===== src/rtl/div_unit.sv =====
// div_unit: multicycle signed restoring divider with a one-cycle writeback request
module div_unit #(
  parameter int WIDTH = 32,
  parameter int REGW = 5
) (
  input  logic             clock,
  input  logic             reset,
  input  logic             start,
  input  logic [WIDTH-1:0] dividend,
  input  logic [WIDTH-1:0] divisor,
  input  logic [REGW-1:0]  dest_reg,
  output logic             busy,
  output logic             write,
  output logic [WIDTH-1:0] result,
  output logic             error,
  output logic [REGW-1:0]  reg_out
);
  typedef enum logic [1:0] {IDLE, RUN, DONE} state_t;
  state_t state, state_n;
  logic [5:0] cnt;
  logic [WIDTH:0] rem, dvs, a_ext, b_ext, a_abs, b_abs, rem_s;
  logic [WIDTH-1:0] quo;
  logic neg, err, ge, zero;
  logic [REGW-1:0] tag;
  // magnitudes carry one extra bit so the most negative operand stays exact
  assign a_ext = {dividend[WIDTH-1], dividend};
  assign b_ext = {divisor[WIDTH-1], divisor};
  assign a_abs = a_ext[WIDTH] ? -a_ext : a_ext;
  assign b_abs = b_ext[WIDTH] ? -b_ext : b_ext;
  assign zero = divisor == '0;
  assign rem_s = {rem[WIDTH-1:0], quo[WIDTH-1]};
  assign ge = rem_s >= dvs;
  // state register
  always_ff @(posedge clock) begin
    if (reset) state <= IDLE;
    else state <= state_n;
  end
  // next state: divide-by-zero skips iteration, DONE always lasts one cycle
  always_comb begin
    state_n = state;
    if (state == IDLE && start) state_n = zero ? DONE : RUN;
    else if (state == RUN && cnt == 6'(WIDTH - 1)) state_n = DONE;
    else if (state == DONE) state_n = IDLE;
  end
  // operand capture in IDLE, one restoring step per RUN cycle
  always_ff @(posedge clock) begin
    if (reset) begin
      rem <= '0;
      dvs <= '0;
      quo <= '0;
      cnt <= '0;
      neg <= 1'b0;
      err <= 1'b0;
      tag <= '0;
    end else if (state == IDLE && start) begin
      rem <= '0;
      dvs <= b_abs;
      quo <= zero ? '0 : a_abs[WIDTH-1:0];
      cnt <= '0;
      neg <= dividend[WIDTH-1] ^ divisor[WIDTH-1];
      err <= zero;
      tag <= dest_reg;
    end else if (state == RUN) begin
      rem <= ge ? rem_s - dvs : rem_s;
      quo <= {quo[WIDTH-2:0], ge};
      cnt <= cnt + 6'd1;
    end
  end
  assign busy = state == RUN;
  assign write = state == DONE;
  assign result = write ? (neg ? -quo : quo) : '0;
  assign error = write & err;
  assign reg_out = write ? tag : '0;
endmodule

===== config.mk =====
export PLATFORM = sky130hd
export DESIGN_NAME = div_unit
export DESIGN_NICKNAME = d
export VERILOG_FILES = /design/src/rtl/div_unit.sv
export SDC_FILE = /design/constraint.sdc
export NUM_CORES = 1
export LEC_CHECK = 0
export CAP_MARGIN = 10
export CORE_UTILIZATION = 55
export DETAILED_ROUTE_END_ITERATION = 10
export PLACE_DENSITY_LB_ADDON = 0.15
export SETUP_SLACK_MARGIN = 0.2
export SLEW_MARGIN = 0
export SYNTH_ARGS = -nofsm -noshare
export SYNTH_HDL_FRONTEND = slang
export SYNTH_SLANG_ARGS = --single-unit

===== constraint.sdc =====
create_clock -name clock -period 3.9 [get_ports clock]
set_input_delay 0.585 -clock clock [delete_from_list [all_inputs] [get_ports clock]]
set_output_delay 0.585 -clock clock [all_outputs]
set_load 0.1 [all_outputs]

==> parameters.txt <==
Parameter                              Value

Synth
  Synth top area cells    dfxtp_1, xor2_1, a21oi_1
  Fraction of the mapped netlist area in compound gates    25.0%
  Post-Syn Area per Cell    7.41 µm²
  Syn Std Cell Area    8550 µm²
  Top flip-flop cell by instance count after synthesis    dfxtp_1
  YS warnings    0
  Number of distinct library cell variants in the gate-level netlist after synthesis    69
  Multiplexer area fraction after synthesis    3.53%
  Cell accounting for the most synthesized area    dfxtp_1
  Xor/xnor share of the synthesized area    11.5%
  Sequential cell area fraction in the yosys report    26.2%
  EDFF count, synth    0
  Largest family of logic cells by synthesized area    compound AO/OA/AOI/OAI gates
  Fraction of synthesis flops using an asynchronous set or reset pin    0%
  Post-synthesis cell count    1154
  Post-Syn Nets    1264
  Yosys top cell area share    a little over a quarter
  Synth Area in Adders    5.65%
  Flop and latch count out of synthesis    112
  Area share of and/or/nand/nor cells after synthesis    22.4%

Place
  Final estimated routing congestion in global placement    0.949
  Port-buffer cells    111
  Worst setup slack before clock tree synthesis    about 0.35 ns
  Post-DP HPWL    about 17 mm

Route
  Number of iterations in the first detailed-routing pass    5
  Detailed-route DRC error count    0
  Routed vias    approximately 8400
  Via/cell ratio    5.95
  Drt total wl    22.9 mm
  Detail-routed net length per standard cell    16.1 µm
  First DRT Iteration DRCs    approximately 640
  Post-DRT Antenna Nets    0

Power
  Leakage component of the power    0.00395 µW
  Power share of the clock group    26.3%
  Maximum ir drop on the vdd rail    roughly 0.00027 V
  Pwr/cell area    369 nW/µm²
  Seq pwr share    35.1%
  Internal power    2360 µW
  Switching portion of total power    37.2%
  Switching component of the power    about 1400 µW
  Logic gate share of total power    approximately 39%

Min path
  Number of stages on the worst hold path    2
  Hold Crit Class    flop to flop

Clock network
  Cell chosen for the clock root    clkbuf_16
  TritonCTS Sinks    112
  Clock latency on the worst-skew pair    approximately 0.36 ns
  Number of buffers created by CTS    9
  Hold buffers post-CTS    0
  CTS clk-pin slew, worst paths    0.08 ns
  CTS tree    done
  Maximum root-to-sink buffer count    2
  Number of H-tree branching levels    3

Finish
  Most common cell after layout, fill and taps aside    nand2_1
  Net count of the finished layout    1337
  N_diodes    0
  Ratio of cells with drive above 1 in the final layout    10.6%
  Relative area change from synthesis to final layout    19.4%
  Most used cells in the layout excluding fill and tap cells    nand2_1, a21oi_1, nor2_1
  End-of-flow core utilization    about two thirds

Global routing
  Final global-route overflow total    0
  Wire length of the first global-routing pass    37.5 mm
  Number of antenna violations at the first check in global routing    0
  Vias in the first global route    7572
  Maximum number of pins on one net before global-route repair    76
  Total routing usage reported by global routing    between 20% and 30%

Worst setup path
  Req. time, crit path    3.31 ns
  R2r worst-path depth    12
  Peak fanout along the critical path    6
  Class of the most critical setup path    flop to primary output
  Nature of the critical path startpoint    flop
  Critical path capture point type    primary output
  Data arrival time of the critical path    between 3 and 4 ns

STA
  Shortest period the worst path allows    3.62 ns
  Clock Skew    0.0105 ns
  Top achievable clock speed    276 MHz
  Total negative slack    0 ns
  Endpoints failing setup    0
  Final count of pins violating max slew    0
  Worst hold slack across all endpoints    roughly 0.45 ns
  Period Utilization, post-route    92.9%
  Final Worst Setup Slack    0.276 ns
  Unrepaired setup endpoints after global routing    true
  Max_slew headroom    28.4%
  Transition at the pin with the smallest max-transition slack    1.07 ns
  Final hold violation count    0

Die
  Core Footprint    15200 µm²
  Overall die area    16000 µm²
  Initial cell density of the core    56.2%
  Core Rows    45
  IO Count    112
  Die span in x    127 µm
  Die height    127 µm

Run status
  Outcome    completed

Job
  Max-cap viol count    0
[state kept, by name, indices dropped and copies added (netlist names)]
register and count:
rem 32, err 1, quo 32, neg 1
tag 5, state 2, dvs 33, cnt 6
[synth_stat cells (18+ instances only)]
cell / instances
nand2_1: 124
nor2_1: 121
a21oi_1: 117
dfxtp_1: 112
o21ai_0: 96
xor2_1: 72
clkbuf_1: 49
inv_1: 47
xnor2_1: 40
a211oi_1: 38
ha_1: 37
mux2i_1: 29
nand3_1: 21
o31ai_1: 21
nor3_1: 20
nand4_1: 18
[power by group through the flow]
stage | Clock [µW] | Sequential [µW] | Combinational [µW]
floorplan | 0 | 1320 | 1060
global placement | 0 | 1340 | 1400
detailed placement | 0 | 1340 | 1410
CTS | 1010 | 1320 | 1420
global route | 1060 | 1330 | 1600
finish | 990 | 1320 | 1450
[cell type report]
cell class	instances	area, µm²
Inverter	49	184
Fill cell	1340	5000
Clock inverter	6	78.8
Tap cell	188	235
Timing Repair Buffer	135	1340
Multi-Input combinational cell	920	5880
Clock buffer	10	239
Sequential cell	112	2250
[what timing repair did]
action                                  in CTS  in global routing
pin swaps                                    2                  6
setup buffers                                1                  4
gates resized for setup                      1                 10
endpoints found under the setup margin       5                  5
[layer usage]
layer	routed length, µm	vias up	global-route usage [%]
met3	1310	28	4.05
met4	346	0	7.91
met5	0	-	0
met2	10100	255	45.1
met1	11100	3911	41.2
li1	-	4254	-
[final timing paths]
kind	to	slack (ns)	startpoint
worst max register to register	rem[6]	0.47	dvs[16]
worst min register to register	dvs[32]	0.45	dvs[32]
worst min-delay path	dvs[32]	0.45	dvs[32]
worst max-delay path	result[30]	0.28	quo[11]
[through the flow]
step / instance area [µm²] / instances / power, µW
6_report: 10200 / 1420 / 3760
5_1_grt: 10200 / 1420 / 3980
4_1_cts: 10100 / 1416 / 3750
3_5_place_dp: 9820 / 1399 / 2750
3_3_place_gp: 9820 / 1399 / 2740
2_1_floorplan: 8580 / 1154 / 2380
[worst max-delay path: stages, from the launching register on]
cell      delay, ns
dfxtp_1        0.37
nor4_2         0.35
nand4_1        0.17
or4_1          0.45
or4_4          0.48
nand2b_1       0.21
o21ai_2        0.18
xor2_1         0.21
nor2_2         0.07
buf_12         0.18
[cells by family after synthesis]
logic type	after synthesis
DFF	112
buffers and inverters	122
AOI/OAI and AO/OA	346
muxes	30
xor gates and xnor gates	112
adders and majority gates	38
and+or+nand+nor	394
(Power assumes the default switching activity.)
